==> src/rtl/mc_cpu_pkg.sv <==
// ----------------------------------------------------------------------------
// mc_cpu_pkg
// Shared definitions for the multi-cycle control unit: FSM state encoding,
// opcode and ALU-function constants, PC source selects, the bundle of
// datapath strobes, and small decode helpers used by the control FSM.
// ----------------------------------------------------------------------------
package mc_cpu_pkg;

  // Width of the handshake wait counter; large enough for WAIT_MAX up to 255.
  localparam int WAIT_CNT_W = 8;

  typedef enum logic [3:0] {
    S_IF,
    S_ID,
    S_AL,
    S_WB,
    S_BR,
    S_LS,
    S_MEM,
    S_LDWB,
    S_HALT
  } state_e;

  // Opcodes
  localparam logic [5:0] OP_ADD   = 6'b000000;
  localparam logic [5:0] OP_SUB   = 6'b000001;
  localparam logic [5:0] OP_ADDIU = 6'b000010;
  localparam logic [5:0] OP_ANDI  = 6'b010000;
  localparam logic [5:0] OP_AND   = 6'b010001;
  localparam logic [5:0] OP_ORI   = 6'b010010;
  localparam logic [5:0] OP_OR    = 6'b010011;
  localparam logic [5:0] OP_SLL   = 6'b011000;
  localparam logic [5:0] OP_SLTI  = 6'b100111;
  localparam logic [5:0] OP_SW    = 6'b110000;
  localparam logic [5:0] OP_LW    = 6'b110001;
  localparam logic [5:0] OP_BEQ   = 6'b110100;
  localparam logic [5:0] OP_BNE   = 6'b110101;
  localparam logic [5:0] OP_BLTZ  = 6'b110110;
  localparam logic [5:0] OP_J     = 6'b111000;
  localparam logic [5:0] OP_HALT  = 6'b111111;

  // ALU functions
  localparam logic [2:0] ALU_ADD = 3'b000;
  localparam logic [2:0] ALU_SUB = 3'b001;
  localparam logic [2:0] ALU_SLL = 3'b010;
  localparam logic [2:0] ALU_OR  = 3'b011;
  localparam logic [2:0] ALU_AND = 3'b100;
  localparam logic [2:0] ALU_SLT = 3'b110;

  // PC source selects
  localparam logic [1:0] PC_SEQ    = 2'b00;
  localparam logic [1:0] PC_BRANCH = 2'b01;
  localparam logic [1:0] PC_JUMP   = 2'b10;

  typedef enum logic [2:0] {
    CLS_ALU,
    CLS_BRANCH,
    CLS_MEM,
    CLS_JUMP,
    CLS_HALT,
    CLS_UNDEF
  } op_class_e;

  typedef struct packed {
    logic       r_type;
    logic       src_a;
    logic       src_b;
    logic       ext_sel;
    logic [2:0] alu_op;
  } alu_ctl_t;

  typedef struct packed {
    logic       imem_req;
    logic       dmem_req;
    logic       ir_wre;
    logic       pc_wre;
    logic [1:0] pc_src;
    logic       reg_wre;
    logic       reg_dst;
    logic       alu_src_a;
    logic       alu_src_b;
    logic [2:0] alu_op;
    logic       ext_sel;
    logic       db_data_src;
    logic       n_rd;
    logic       n_wr;
  } strobes_t;

  // Every strobe inactive; memory controls are active-low.
  localparam strobes_t STROBES_IDLE = '{
    imem_req:    1'b0,
    dmem_req:    1'b0,
    ir_wre:      1'b0,
    pc_wre:      1'b0,
    pc_src:      PC_SEQ,
    reg_wre:     1'b0,
    reg_dst:     1'b0,
    alu_src_a:   1'b0,
    alu_src_b:   1'b0,
    alu_op:      ALU_ADD,
    ext_sel:     1'b0,
    db_data_src: 1'b0,
    n_rd:        1'b1,
    n_wr:        1'b1
  };

  function automatic op_class_e op_class(logic [5:0] opc);
    case (opc)
      OP_ADD, OP_SUB, OP_ADDIU, OP_ANDI, OP_AND,
      OP_ORI, OP_OR, OP_SLL, OP_SLTI:  return CLS_ALU;
      OP_BEQ, OP_BNE, OP_BLTZ:         return CLS_BRANCH;
      OP_SW, OP_LW:                    return CLS_MEM;
      OP_J:                            return CLS_JUMP;
      OP_HALT:                         return CLS_HALT;
      default:                         return CLS_UNDEF;
    endcase
  endfunction

  // ALU-stage controls for the arithmetic/logic opcodes.
  function automatic alu_ctl_t alu_decode(logic [5:0] opc);
    alu_ctl_t c;
    c = '{r_type: 1'b0, src_a: 1'b0, src_b: 1'b0, ext_sel: 1'b0, alu_op: ALU_ADD};
    case (opc)
      OP_ADD:   begin c.r_type = 1'b1; c.alu_op = ALU_ADD; end
      OP_SUB:   begin c.r_type = 1'b1; c.alu_op = ALU_SUB; end
      OP_AND:   begin c.r_type = 1'b1; c.alu_op = ALU_AND; end
      OP_OR:    begin c.r_type = 1'b1; c.alu_op = ALU_OR;  end
      OP_SLL:   begin c.r_type = 1'b1; c.src_a = 1'b1; c.alu_op = ALU_SLL; end
      OP_ADDIU: begin c.src_b = 1'b1; c.ext_sel = 1'b1; c.alu_op = ALU_ADD; end
      OP_ANDI:  begin c.src_b = 1'b1; c.alu_op = ALU_AND; end
      OP_ORI:   begin c.src_b = 1'b1; c.alu_op = ALU_OR;  end
      OP_SLTI:  begin c.src_b = 1'b1; c.ext_sel = 1'b1; c.alu_op = ALU_SLT; end
      default:  ;
    endcase
    return c;
  endfunction

endpackage

==> src/rtl/mc_control_unit_wait_timer.sv <==
// ----------------------------------------------------------------------------
// mc_wait_timer
// Counts consecutive cycles spent waiting on a memory handshake and flags the
// last permitted cycle. The owner decides whether ready beats timeout.
//
// Ports
//   clk_i      clock, rising edge
//   rst_ni     synchronous active-low reset
//   clr_i      force the count to zero (not waiting, or ready seen)
//   en_i       count this cycle
//   timeout_o  this is the WAIT_MAX-th waiting cycle
// ----------------------------------------------------------------------------
module mc_wait_timer
  import mc_cpu_pkg::*;
#(
  parameter int WAIT_MAX = 15
) (
  input  logic clk_i,
  input  logic rst_ni,
  input  logic clr_i,
  input  logic en_i,
  output logic timeout_o
);

  localparam logic [WAIT_CNT_W-1:0] LAST = WAIT_CNT_W'(WAIT_MAX - 1);

  logic [WAIT_CNT_W-1:0] cnt_q, cnt_d;

  // NOTE: every variable written here gets a default first, so no path
  // leaves it unassigned and no latch is inferred.
  always_comb begin
    cnt_d = cnt_q;
    if (clr_i) begin
      cnt_d = '0;
    end else if (en_i) begin
      cnt_d = cnt_q + WAIT_CNT_W'(1);
    end
  end

  // NOTE: reset is synchronous here (sampled on the clock edge, not in the
  // sensitivity list), and state is updated with non-blocking assignments
  // so all flops see pre-edge values.
  always_ff @(posedge clk_i) begin
    if (!rst_ni) begin
      cnt_q <= '0;
    end else begin
      cnt_q <= cnt_d;
    end
  end

  assign timeout_o = en_i && (cnt_q == LAST);

endmodule

==> src/rtl/mc_control_unit.sv <==
// ----------------------------------------------------------------------------
// mc_control_unit
// Multi-cycle control FSM: fetch, decode, execute, memory and write-back.
// Drives the datapath strobes combinationally from the registered state,
// the opcode, the ALU flags and the memory ready lines. Variable-latency
// instruction/data memories use req/ready handshakes guarded by a timeout.
//
// Ports
//   CLK, Reset         clock; synchronous active-low reset
//   Opcode             opcode from the external instruction register
//   zero, sign         ALU flags (registered in the datapath)
//   imem_ready/req     instruction fetch handshake
//   dmem_ready/req     data access handshake
//   IRWre, PCWre, PCSrc, RegWre, RegDst, ALUSrcA, ALUSrcB, ALUOp, ExtSel,
//   DBDataSrc, nRD, nWR  datapath strobes
//   halted, bus_err, illegal  stop status
//   retired, cycles    debug counters (wrap)
// ----------------------------------------------------------------------------
module mc_control_unit
  import mc_cpu_pkg::*;
#(
  parameter int OP_W     = 6,
  parameter int WAIT_MAX = 15,
  parameter int CNT_W    = 32
) (
  input  logic             CLK,
  input  logic             Reset,
  input  logic [OP_W-1:0]  Opcode,
  input  logic             zero,
  input  logic             sign,
  input  logic             imem_ready,
  input  logic             dmem_ready,
  output logic             imem_req,
  output logic             dmem_req,
  output logic             IRWre,
  output logic             PCWre,
  output logic [1:0]       PCSrc,
  output logic             RegWre,
  output logic             RegDst,
  output logic             ALUSrcA,
  output logic             ALUSrcB,
  output logic [2:0]       ALUOp,
  output logic             ExtSel,
  output logic             DBDataSrc,
  output logic             nRD,
  output logic             nWR,
  output logic             halted,
  output logic             bus_err,
  output logic             illegal,
  output logic [CNT_W-1:0] retired,
  output logic [CNT_W-1:0] cycles
);

  state_e           state_q, state_d;
  logic             halted_q, halted_d;
  logic             bus_err_q, bus_err_d;
  logic             illegal_q, illegal_d;
  logic [CNT_W-1:0] retired_q, retired_d;
  logic [CNT_W-1:0] cycles_q, cycles_d;

  logic [5:0] opc;
  alu_ctl_t   alu_ctl;
  strobes_t   strb;
  logic       retire;
  logic       br_taken;
  logic       waiting;
  logic       mem_ready;
  logic       wait_timeout;

  assign opc     = 6'(Opcode);
  assign alu_ctl = alu_decode(opc);

  // Only fetch and data-memory states wait on a handshake.
  assign waiting   = (state_q == S_IF) || (state_q == S_MEM);
  assign mem_ready = (state_q == S_IF) ? imem_ready : dmem_ready;

  mc_wait_timer #(
    .WAIT_MAX (WAIT_MAX)
  ) u_wait_timer (
    .clk_i     (CLK),
    .rst_ni    (Reset),
    .clr_i     (!waiting || mem_ready),
    .en_i      (waiting),
    .timeout_o (wait_timeout)
  );

  always_comb begin
    case (opc)
      OP_BEQ:  br_taken = zero;
      OP_BNE:  br_taken = !zero;
      OP_BLTZ: br_taken = sign;
      default: br_taken = 1'b0;
    endcase
  end

  always_comb begin
    state_d   = state_q;
    strb      = STROBES_IDLE;
    retire    = 1'b0;
    halted_d  = halted_q;
    bus_err_d = bus_err_q;
    illegal_d = illegal_q;

    case (state_q)
      S_IF: begin
        strb.imem_req = 1'b1;
        // Ready on the final permitted cycle still completes the fetch.
        if (imem_ready) begin
          strb.ir_wre = 1'b1;
          state_d     = S_ID;
        end else if (wait_timeout) begin
          bus_err_d = 1'b1;
          halted_d  = 1'b1;
          state_d   = S_HALT;
        end
      end

      S_ID: begin
        case (op_class(opc))
          CLS_HALT: begin
            halted_d = 1'b1;
            state_d  = S_HALT;
          end
          CLS_JUMP: begin
            strb.pc_wre = 1'b1;
            strb.pc_src = PC_JUMP;
            retire      = 1'b1;
            state_d     = S_IF;
          end
          CLS_BRANCH: state_d = S_BR;
          CLS_MEM:    state_d = S_LS;
          CLS_ALU:    state_d = S_AL;
          default: begin
            illegal_d = 1'b1;
            halted_d  = 1'b1;
            state_d   = S_HALT;
          end
        endcase
      end

      S_AL: begin
        strb.alu_src_a = alu_ctl.src_a;
        strb.alu_src_b = alu_ctl.src_b;
        strb.ext_sel   = alu_ctl.ext_sel;
        strb.alu_op    = alu_ctl.alu_op;
        state_d        = S_WB;
      end

      S_WB: begin
        strb.reg_wre = 1'b1;
        strb.reg_dst = alu_ctl.r_type;
        strb.pc_wre  = 1'b1;
        strb.pc_src  = PC_SEQ;
        retire       = 1'b1;
        state_d      = S_IF;
      end

      S_BR: begin
        // The ALU compares rs with rt (or zero for bltz) via subtraction.
        strb.alu_op  = ALU_SUB;
        strb.ext_sel = 1'b1;
        strb.pc_wre  = 1'b1;
        strb.pc_src  = br_taken ? PC_BRANCH : PC_SEQ;
        retire       = 1'b1;
        state_d      = S_IF;
      end

      S_LS: begin
        strb.alu_src_b = 1'b1;
        strb.ext_sel   = 1'b1;
        strb.alu_op    = ALU_ADD;
        state_d        = S_MEM;
      end

      S_MEM: begin
        strb.dmem_req = 1'b1;
        strb.n_rd     = (opc != OP_LW);
        strb.n_wr     = (opc != OP_SW);
        if (dmem_ready) begin
          if (opc == OP_SW) begin
            strb.pc_wre = 1'b1;
            retire      = 1'b1;
            state_d     = S_IF;
          end else begin
            state_d = S_LDWB;
          end
        end else if (wait_timeout) begin
          bus_err_d = 1'b1;
          halted_d  = 1'b1;
          state_d   = S_HALT;
        end
      end

      S_LDWB: begin
        strb.reg_wre     = 1'b1;
        strb.db_data_src = 1'b1;
        strb.reg_dst     = 1'b0;
        strb.pc_wre      = 1'b1;
        retire           = 1'b1;
        state_d          = S_IF;
      end

      S_HALT: state_d = S_HALT;

      default: state_d = S_IF;
    endcase

    // Requests and strobes drop in the same cycle reset is asserted.
    if (!Reset) begin
      strb = STROBES_IDLE;
    end

    retired_d = retired_q + CNT_W'(retire);
    cycles_d  = (state_q != S_HALT) ? cycles_q + CNT_W'(1) : cycles_q;
  end

  always_ff @(posedge CLK) begin
    if (!Reset) begin
      state_q   <= S_IF;
      halted_q  <= 1'b0;
      bus_err_q <= 1'b0;
      illegal_q <= 1'b0;
      retired_q <= '0;
      cycles_q  <= '0;
    end else begin
      state_q   <= state_d;
      halted_q  <= halted_d;
      bus_err_q <= bus_err_d;
      illegal_q <= illegal_d;
      retired_q <= retired_d;
      cycles_q  <= cycles_d;
    end
  end

  assign imem_req  = strb.imem_req;
  assign dmem_req  = strb.dmem_req;
  assign IRWre     = strb.ir_wre;
  assign PCWre     = strb.pc_wre;
  assign PCSrc     = strb.pc_src;
  assign RegWre    = strb.reg_wre;
  assign RegDst    = strb.reg_dst;
  assign ALUSrcA   = strb.alu_src_a;
  assign ALUSrcB   = strb.alu_src_b;
  assign ALUOp     = strb.alu_op;
  assign ExtSel    = strb.ext_sel;
  assign DBDataSrc = strb.db_data_src;
  assign nRD       = strb.n_rd;
  assign nWR       = strb.n_wr;
  assign halted    = halted_q;
  assign bus_err   = bus_err_q;
  assign illegal   = illegal_q;
  assign retired   = retired_q;
  assign cycles    = cycles_q;

endmodule

==> config.mk <==
export PLATFORM = sky130hd
export DESIGN_NAME = mc_control_unit
export DESIGN_NICKNAME = d
export VERILOG_FILES = /design/src/rtl/mc_cpu_pkg.sv /design/src/rtl/mc_control_unit_wait_timer.sv /design/src/rtl/mc_control_unit.sv
export SDC_FILE = /design/constraint.sdc
export NUM_CORES = 1
export LEC_CHECK = 0
export CORE_UTILIZATION = 51
export DETAILED_ROUTE_END_ITERATION = 8
export GPL_ROUTABILITY_DRIVEN = 0
export PLACE_DENSITY = 0.92
export RECOVER_POWER = 100
export SLEW_MARGIN = 15
export SYNTH_ARGS = -nofsm -noshare
export SYNTH_HDL_FRONTEND = slang
export SYNTH_SLANG_ARGS = --single-unit
==> constraint.sdc <==
create_clock -name CLK -period 3.3 [get_ports CLK]
set_input_delay 0.495 -clock CLK [delete_from_list [all_inputs] [get_ports CLK]]
set_output_delay 0.495 -clock CLK [all_outputs]
set_load 0.05 [all_outputs]
* Word level (Yosys, flattened, before mapping)
Memory sizes are Yosys's and may differ from the RTL's.
Index checks and enable logic that the tools add are counted.
** Word-level totals
- Flip-flop bits (word level) :: 79
- Latch bits :: 0
- Bits in writable memories :: 0
- Memory bits (read-only) :: 192
- Input port bits :: 12
- Output and inout bits :: 84
- Word-level logic and storage cells :: 108
- Memories :: 1
** Operators by class
- Add/sub/neg operators :: 3
- Multiply operators :: 0
- Divide/modulo/power cells :: 0
- $lt $le $gt $ge :: 0
- Equality and inequality tests :: 31
- Shift-type cells :: 0
- Multiplexer cells :: 42
- Bitwise logic cells :: 2
- Reductions and logical operators :: 22
** Memories
- (name not given) :: words 64, width 3, rd ports 1, clocked after Yosys merged registers in 0, write ports 0, RTL line mc_cpu_pkg.sv:108 : case (opc)
** Operators with widths (number)
- adder 32 x 1 -> 32 bit :: 1
- adder 32 x 1 -> 32 bit (second input constant) :: 1
- equality test 6 x 5 -> 1 bit (second input constant) :: 5
- equality test 6 bit (second input constant) :: 5
- case mux 4 bit (6 select lines) :: 1
- 2-to-1 mux 1 bit :: 22
- 2-to-1 mux 17 bit :: 1
- equality test 4 x 3 -> 1 bit (second input constant) :: 4
- case mux 4 bit (4 select lines) :: 1
- case mux 3 bit (5 select lines) :: 1
- 2-to-1 mux 4 bit :: 3
- != test 6 bit (second input constant) :: 2
- case mux 1 bit (3 select lines) :: 4
- case mux 4 bit (3 select lines) :: 1
- OR reduction 5 bit :: 2
- 2-to-1 mux 3 bit :: 3
- adder 8 x 1 -> 8 bit (second input constant) :: 1
- equality test 4 x 2 -> 1 bit (second input constant) :: 2
- equality test 8 x 4 -> 1 bit (second input constant) :: 1
- case mux 2 bit (2 select lines) :: 2
- OR reduction 2 bit :: 4
- OR reduction 4 bit :: 2
- equality test 3 x 2 -> 1 bit (second input constant) :: 2
- equality test 6 x 1 -> 1 bit (second input constant) :: 1
- other kinds (22) :: 28

* Longest topological paths before layout
Gate-level depths: netlist of run 1.
- Depth in word-level cells :: 6
- Depth in mapped cells :: 13

* Cells and area by module
A second synthesis of run 1 with hierarchy kept.
** Unflattened totals
- Cells, all modules :: 516
- Area total of the unflattened synthesis :: 4164.0 sq um
** By module, submodules not included
- mc_control_unit :: instances 1, cells an instance 473, area an instance 3779.9 sq um, seq. area each 1421.4 sq um
- mc_wait_timer :: instances 1, cells an instance 43, area an instance 384.1 sq um, seq. area each 160.2 sq um

* Least setup slack after synthesis of run 1
OpenSTA, ideal clock, no wires.
- Path type :: register to output
- Start point :: reg state_q[1]
- End point :: out RegDst
- Arrival :: 3.551 ns
- Data required time :: 2.805 ns
- Setup slack :: -0.746 ns
- Stages on the path, launching flop included :: 5
- Path buffers :: 1
- Cells stage by stage :: dfxtp_1 > clkbuf_1 > nand2_1 > nor3_1 > nor4b_1
** On the way
- Word-level cells in the longest chain between the ends :: 3
** RTL lines
- start, declared :: RTL line mc_control_unit.sv:54 : state_e state_q, state_d;
- start signal, assigned :: RTL line mc_control_unit.sv:226 : state_q <= state_d;
- equality test 4 x 3 -> 1 bit or equality test 4 x 2 -> 1 bit (tied branches) :: RTL line mc_control_unit.sv:104 : case (state_q)
- case mux 2 bit (2 select lines) * :: RTL line mc_control_unit.sv:104
- 2-to-1 mux 17 bit * :: RTL line mc_control_unit.sv:209 : if (!Reset) begin
- end, declared :: RTL line mc_control_unit.sv:39 : output logic RegDst,
Mark *: on every way between the ends. The rest lies on a longest branch, timed or not.

* Worst setup path after layout of run 1
- Start point :: in Opcode[1]
- End point :: reg retired_q[20] (netlist: retired[20])
** On the way
- Word-level cells in the longest chain between the ends :: 6
** RTL lines
- start, declared :: RTL line mc_control_unit.sv:28 : input logic [OP_W-1:0] Opcode,
- memory read (64 x 3 bit)
- 2-to-1 mux 3 bit :: RTL line mc_control_unit.sv:104
- equality test 3 x 2 -> 1 bit :: RTL line mc_control_unit.sv:119 : case (op_class(opc))
- 2-to-1 mux 1 bit :: RTL line mc_control_unit.sv:119
- case mux 1 bit (3 select lines) * :: RTL line mc_control_unit.sv:104
- adder 32 x 1 -> 32 bit * :: RTL line mc_control_unit.sv:213 : retired_d = retired_q + CNT_W'(retire);
- end signal, assigned :: RTL line mc_control_unit.sv:230 : retired_q <= retired_d;
- end, declared :: RTL line mc_control_unit.sv:58 : logic [CNT_W-1:0] retired_q, retired_d;
Mark *: on every way between the ends. The rest lies on a longest branch, timed or not. The select of a mux whose other input is x is not followed.
A chain may end at the register's enable or synchronous reset.

==> summary.txt, run 1 <==
Die
  – Die area: 0.00865 mm2
  – Die Ht: 93.0 um
  – Initial Util: 0.536
  – Core region area: 0.00789 mm2
  – Count of standard-cell rows: 32
  – Chip width: 93.0 um
  – I/O pins: 96

Power
  – Pleak: 0.00224 uW
  – Power density cells: 352 mW/mm2
  – Max IR drop VDD: 0.231 mV

Timing
  – Clock Skew: 0.0115 ns
  – Setup tns final: 0 ns
  – Period minus WS final: 3.12 ns
  – Max Fclk: 321 MHz
  – Worst-Margin Slew: 0.599 ns
  – Worst Hold Slack: 0.446 ns
  – Final hold violation count: 0
  – Final setup viols: 0
  – Slew headroom: 0.602
  – Part of the cycle the worst path needs: 0.945
  – Final Max Tran Viols: 0

Clock tree
  – Hold_buf cts: 0
  – Htree depth: 3
  – Reg clk slew, reported paths: 0.07 ns
  – Sink Count: 79
  – Clock latency on the worst-skew pair: 0.35 ns
  – CTS tree: yes
  – CTS root buf: clkbuf_8
  – TritonCTS Buffers: 9
  – Clock tree buffer depth: 2

Routing
  – Wirelength per Cell: 14.9 um
  – DR iter-0 viols: 160
  – DRT Pass-1 Iters: 5
  – DR DRC count: 0
  – Post-Route WL: 11.1 mm
  – Antenna viol nets, final: 0
  – DR vias/cell: 5.82
  – Vias after detailed routing: 4331

Critical path
  – Type of origin of the critical path: input pin
  – RR Startpoint: state_q[0]
  – Crit end category: flop
  – R2R cell count: 11
  – Worst-path fanout max: 10
  – Worst Setup Path Type: input pin to flop
  – Crit path arrival time: 3.40 ns
  – Crit path launch: Opcode[1]
  – Worst EP required: 3.58 ns

Yosys
  – Syn_nets: 543
  – Synth Cell Area: 0.00422 mm2
  – Synth async-reset ratio: 0
  – Seq/Total Area, Yosys: 0.374
  – Flops & latches, synth: 79
  – Cells after Synth: 526
  – Dominant synthesized flop cell: dfxtp_1
  – Number of library cell types mapped by synthesis: 58
  – Avg Cell Area, Syn: 8.03 um2
  – Post-synth EDFFs: 0
  – Synth warnings: 0

Min path
  – Hold path start: bus_err
  – Path category of the worst min-delay check: flop to flop
  – Cell count of the worst hold path: 2

Placement
  – Placed wire-length estimate: 7.97 mm
  – PortBufs: 95

Cells and area
  – Layout Nets: 655
  – N_diodes: 0
  – Share of layout cells above drive strength 1: 0.109
  – Layout area overhead: 34.8%

GRT
  – First-pass GRT wire length: 18.1 mm
  – Overflow after GRT: 0
  – Largest net degree at the start of global routing: 58
  – Vias in the first global route: 3953
  – All-Layer GR Usage: 0.260
  – Initial antenna violation count: 0

Outcome
  – Status: complete, no violations

Run
  – Max-cap violations: 0
cell usage in the layout, fill, tap and decap left out, types with 3 or more instances in the layout:
master	synthesis	final
nor2b_1	5	5
nor3_1	20	20
or2_2	4	4
buf_4	1	30
ha_1	5	5
nor2_1	81	80
and3_1	9	9
a21oi_1	27	27
o21ai_0	21	20
nor4_1	12	12
nand3_1	32	32
o31ai_1	4	4
inv_1	11	12
nand4_1	13	13
and4_1	5	5
or4_1	5	5
clkdlybuf4s50_1	0	10
buf_12	0	10
clkbuf_1	13	7
nand2_1	44	44
nand2b_1	6	6
xor2_1	29	29
nor3b_1	5	5
dfxtp_1	79	79
clkbuf_8	1	10
mux2i_1	3	3
or3_1	15	15
and2_1	8	8
dlygate4sd3_1	0	69
xnor2_1	23	23
critical path: stages:
cell             delay [ns]
clkdlybuf4s50_1        0.50
or3_1                  0.41
nor2_1                 0.13
o221ai_1               0.12
o21ai_1                0.15
ha_1                   0.20
ha_1                   0.19
nand3_1                0.15
nor2_2                 0.21
nand3_4                0.15
or4_1                  0.54
a21oi_1                0.15
stage by stage:
step,power [uW],instances,setup slack [ns],util,area (um2)
2_1_floorplan,1160,526,0.204,-,4240
3_3_place_gp,1250,729,-0.0492,0.701,5530
3_5_place_dp,1260,729,-0.235,0.701,5530
4_1_cts,2020,744,0.108,0.728,5740
5_1_grt,2070,744,-0.00373,0.722,5700
6_report,2000,744,0.180,0.722,5700
state kept, by name (all words and copies together) (netlist names):
signal / count
bus_err: 1
cycles: 32
halted: 1
u_wait_timer.cnt_q: 8
illegal: 1
retired: 32
state_q: 4
Yosys cell counts, types with 2 or more instances:
master	count	share of area
nor4b_1	2	0.0041
nor4_4	2	0.010
a31oi_1	2	0.0030
and3b_1	2	0.0041
a21oi_1	27	0.032
inv_1	11	0.0098
or3_1	15	0.022
nand2b_1	6	0.0089
and3_1	9	0.013
and4_1	5	0.010
xor2_1	29	0.060
ha_1	5	0.015
mux2i_1	3	0.0071
nand4_1	13	0.019
o221ai_1	2	0.0041
nand2_1	44	0.039
nor2b_1	5	0.0074
xnor2_1	23	0.048
nor4_1	12	0.018
clkbuf_1	13	0.012
or3_2	2	0.0036
nor2_1	81	0.072
o31ai_1	4	0.0071
or2_2	4	0.0059
nor3_1	20	0.024
nand3_1	32	0.038
dfxtp_1	79	0.37
nand4_4	2	0.010
o21ai_0	21	0.025
buf_2	7	0.0083
or4_1	5	0.0089
nor3b_1	5	0.0089
and2_1	8	0.012
or4b_1	2	0.0047
layout make-up:
class	count	area, um2
inverters	12	45.0
clock buffers	12	145
multi-input cells	411	2490
fillers	593	2190
flip-flops and latches	79	1580
well taps	102	128
clock inverters	3	67.6
repair buffers	125	1240
cell families (layout without fill, tap and decap cells):
group                      Yosys count  after routing  synth area share
muxes                                3              3           0.00711
buffers and inverters               36            152            0.0391
AOI/OAI and AO/OA                   68             68            0.0939
adders and majority gates            5              5            0.0148
and+or+nand+nor                    283            283             0.363
xor gates and xnor gates            52             52             0.108
DFF                                 79             79             0.374
per-layer routing:
layer	vias up	GRT usage	share of wire	wire [um]
met5	-	0	0	0
met3	26	0.0341	0.060	663
met4	0	0.110	0.023	253
met2	186	0.463	0.51	5700
li1	2087	-	-	-
met1	2032	0.313	0.40	4470
where the power goes:
group | internal, uW | switching (uW) | leakage [uW]
Combinational | 90.8 | 159 | 0.00150
Clock | 443 | 330 | 0.000103
Sequential | 968 | 12.2 | 0.000638
worst paths after layout:
path	to	slack, ns
min	bus_err	0.45
max	retired[20]	0.18
max reg2reg	retired[20]	0.32
min reg2reg	bus_err	0.45
repair_timing:
item,CTS,global route
endpoints found under the setup margin,0,6
gates resized for setup,0,2
buffers inserted,0,0
(Power assumes the default switching activity.)
==> inputs of run 2 (changes only) <==
- CTS_CLUSTER_SIZE: not set -> 25
- MAX_ROUTING_LAYER: not set -> met4
==> summary.txt, run 2 (synthesis results as in run 1) <==
Outcome
  – Status: complete, no violations (unchanged)

Routing
  – DRT Pass-1 Iters: 5 (unchanged)
  – DR DRC count: 0 (unchanged)
  – Vias after detailed routing: 4360 (was 4331)
  – DR iter-0 viols: 205 (was 160)
  – DR vias/cell: 5.86 (was 5.82)
  – Post-Route WL: 11.1 mm (about the same)
  – Antenna viol nets, final: 0 (unchanged)
  – Wirelength per Cell: 14.9 um (about the same)

Timing
  – Final hold violation count: 0 (unchanged)
  – Final setup viols: 0 (unchanged)
  – Period minus WS final: 3.12 ns (about the same)
  – Worst-Margin Slew: 0.612 ns (was 0.599 ns)
  – Final Max Tran Viols: 0 (unchanged)
  – Slew headroom: 0.594 (was 0.602)
  – Setup tns final: 0 ns (unchanged)
  – Part of the cycle the worst path needs: 0.945 (about the same)
  – Setup ws final: 0.183 ns (was 0.180 ns)
  – Worst Hold Slack: 0.448 ns (was 0.446 ns)
  – Max Fclk: 321 MHz (about the same)
  – Clock Skew: 0.0110 ns (was 0.0115 ns)

Critical path
  – Worst Setup Path Type: input pin to flop (unchanged)
  – Critical path's most frequent cell: ha_1 (unchanged)
  – Worst-path fanout max: 10 (unchanged)
  – Worst-path cell chain: clkdlybuf4s50_1, or3_1, nor2_1, o221ai_1, o21ai_1, ha_1, ha_1, nand3_1, nor2_2, nand3_4, or4_1, a21oi_1 (unchanged)
  – Crit path launch: Opcode[1] (unchanged)
  – Crit path arrival time: 3.40 ns (about the same)
  – Type of origin of the critical path: input pin (unchanged)
  – Critical Path Max Stage Delay: 0.54 ns (about the same)
  – RR Startpoint: state_q[0] (unchanged)
  – Worst path slowest cell: or4_1 (unchanged)
  – Worst EP required: 3.58 ns (about the same)
  – Crit end category: flop (unchanged)

Clock tree
  – Clock tree buffer depth: 2 (unchanged)
  – CTS root buf: clkbuf_8 (unchanged)
  – Reg clk slew, reported paths: 0.07 ns (about the same)
  – CTS tree: yes (unchanged)
  – Clock latency on the worst-skew pair: 0.35 ns (about the same)
  – Sink Count: 79 (unchanged)
  – TritonCTS Buffers: 9 (unchanged)
  – Htree depth: 3 (unchanged)

Die
  – Initial Util: 0.536 (unchanged)
  – Chip width: 93.0 um (unchanged)
  – I/O pins: 96 (unchanged)
  – Die Ht: 93.0 um (unchanged)
  – Count of standard-cell rows: 32 (unchanged)
  – Core region area: 0.00789 mm2 (unchanged)
  – Die area: 0.00865 mm2 (unchanged)

Cells and area
  – Post-layout util: 0.722 (about the same)
  – N_diodes: 0 (unchanged)
  – Share of layout cells above drive strength 1: 0.107 (was 0.109)
  – Most common cell after layout, fill and taps aside: nor2_1 (unchanged)
  – Commonest cells after routing, fill and taps aside: nor2_1 (80), dfxtp_1 (79), dlygate4sd3_1 (69), nand2_1 (44), nand3_1 (32) (unchanged)
  – Layout area overhead: 34.7% (was 34.8%)
  – Layout Nets: 655 (unchanged)

Power
  – Pleak: 0.00224 uW (about the same)
  – Max IR drop VDD: 0.230 mV (was 0.231 mV)
  – Power density cells: 352 mW/mm2 (about the same)

Placement
  – Worst slack, placed: -0.235 ns (unchanged)
  – Placed wire-length estimate: 7.97 mm (unchanged)
  – PortBufs: 95 (unchanged)

GRT
  – Largest net degree at the start of global routing: 58 (unchanged)
  – Vias in the first global route: 3954 (was 3953)
  – Initial antenna violation count: 0 (unchanged)
  – Overflow after GRT: 0 (unchanged)
  – All-Layer GR Usage: 0.267 (was 0.260)
  – First-pass GRT wire length: 18.1 mm (about the same)

Run
  – Max-cap violations: 0 (unchanged)

Min path
  – Path category of the worst min-delay check: flop to flop (unchanged)
  – Hold path start: bus_err (unchanged)
==> run 2: cell types whose count changed in the layout (fill, tap and decap cells not counted) <==
cell / delta
clkbuf_1: +1
buf_4: -1
==> run 2: worst max-delay path, delay by kind of cell <==
| kind | cells | cell delay (ns) |
|---|---|---|
| buffers and inverters | 1 | 0.50 |
| and+or+nand+nor | 6 | 1.59 |
| adders and majority gates | 2 | 0.38 |
| AOI/OAI and AO/OA | 3 | 0.43 |
==> run 2: final cells by class <==
type | count | area, um2
multi-input combinational | 411 | 2490
fill | 592 | 2200
sequential | 79 | 1580
clock buffer | 12 | 145
tap | 102 | 128
timing repair buffer | 125 | 1240
inverter | 12 | 45.0
clock inverter | 3 | 67.6
==> run 2: worst paths after layout <==
check	to	slack, ns	cells after the start
max	retired[20]	0.18	12
min	bus_err	0.45	2
max reg2reg	retired[20]	0.31	11
min reg2reg	bus_err	0.45	2
==> run 2: routing by layer <==
| layer | vias to the layer above | part of all wire | global-route usage |
|---|---|---|---|
| met2 | 185 | 0.51 | 0.462 |
| li1 | 2081 | - | - |
| met5 | - | 0 | - |
| met3 | 33 | 0.055 | 0.0301 |
| met4 | 0 | 0.027 | 0.110 |
| met1 | 2061 | 0.41 | 0.316 |
==> run 2: through the flow <==
step,instance area [um2],instances,total power [uW]
2_1_floorplan,4240,526,1160
3_3_place_gp,5530,729,1250
3_5_place_dp,5530,729,1260
4_1_cts,5740,744,2020
5_1_grt,5690,744,2070
6_report,5690,744,2010
==> run 2: what timing repair did <==
| item | CTS | global route |
|---|---|---|
| hold endpoints to repair | 0 | 0 |
| endpoints found under the setup margin | 0 | 6 |
| hold buffers | 0 | 0 |
| resized for setup | 0 | 2 |
| setup buffers | 0 | 0 |
==> run 2: power by group <==
part / switching [uW] / leakage [uW] / internal, uW / total (uW)
sequential: 12.1 / 0.000638 / 968 / 980
clock: 333 / 0.000103 / 443 / 776
combinational: 159 / 0.00150 / 90.6 / 250
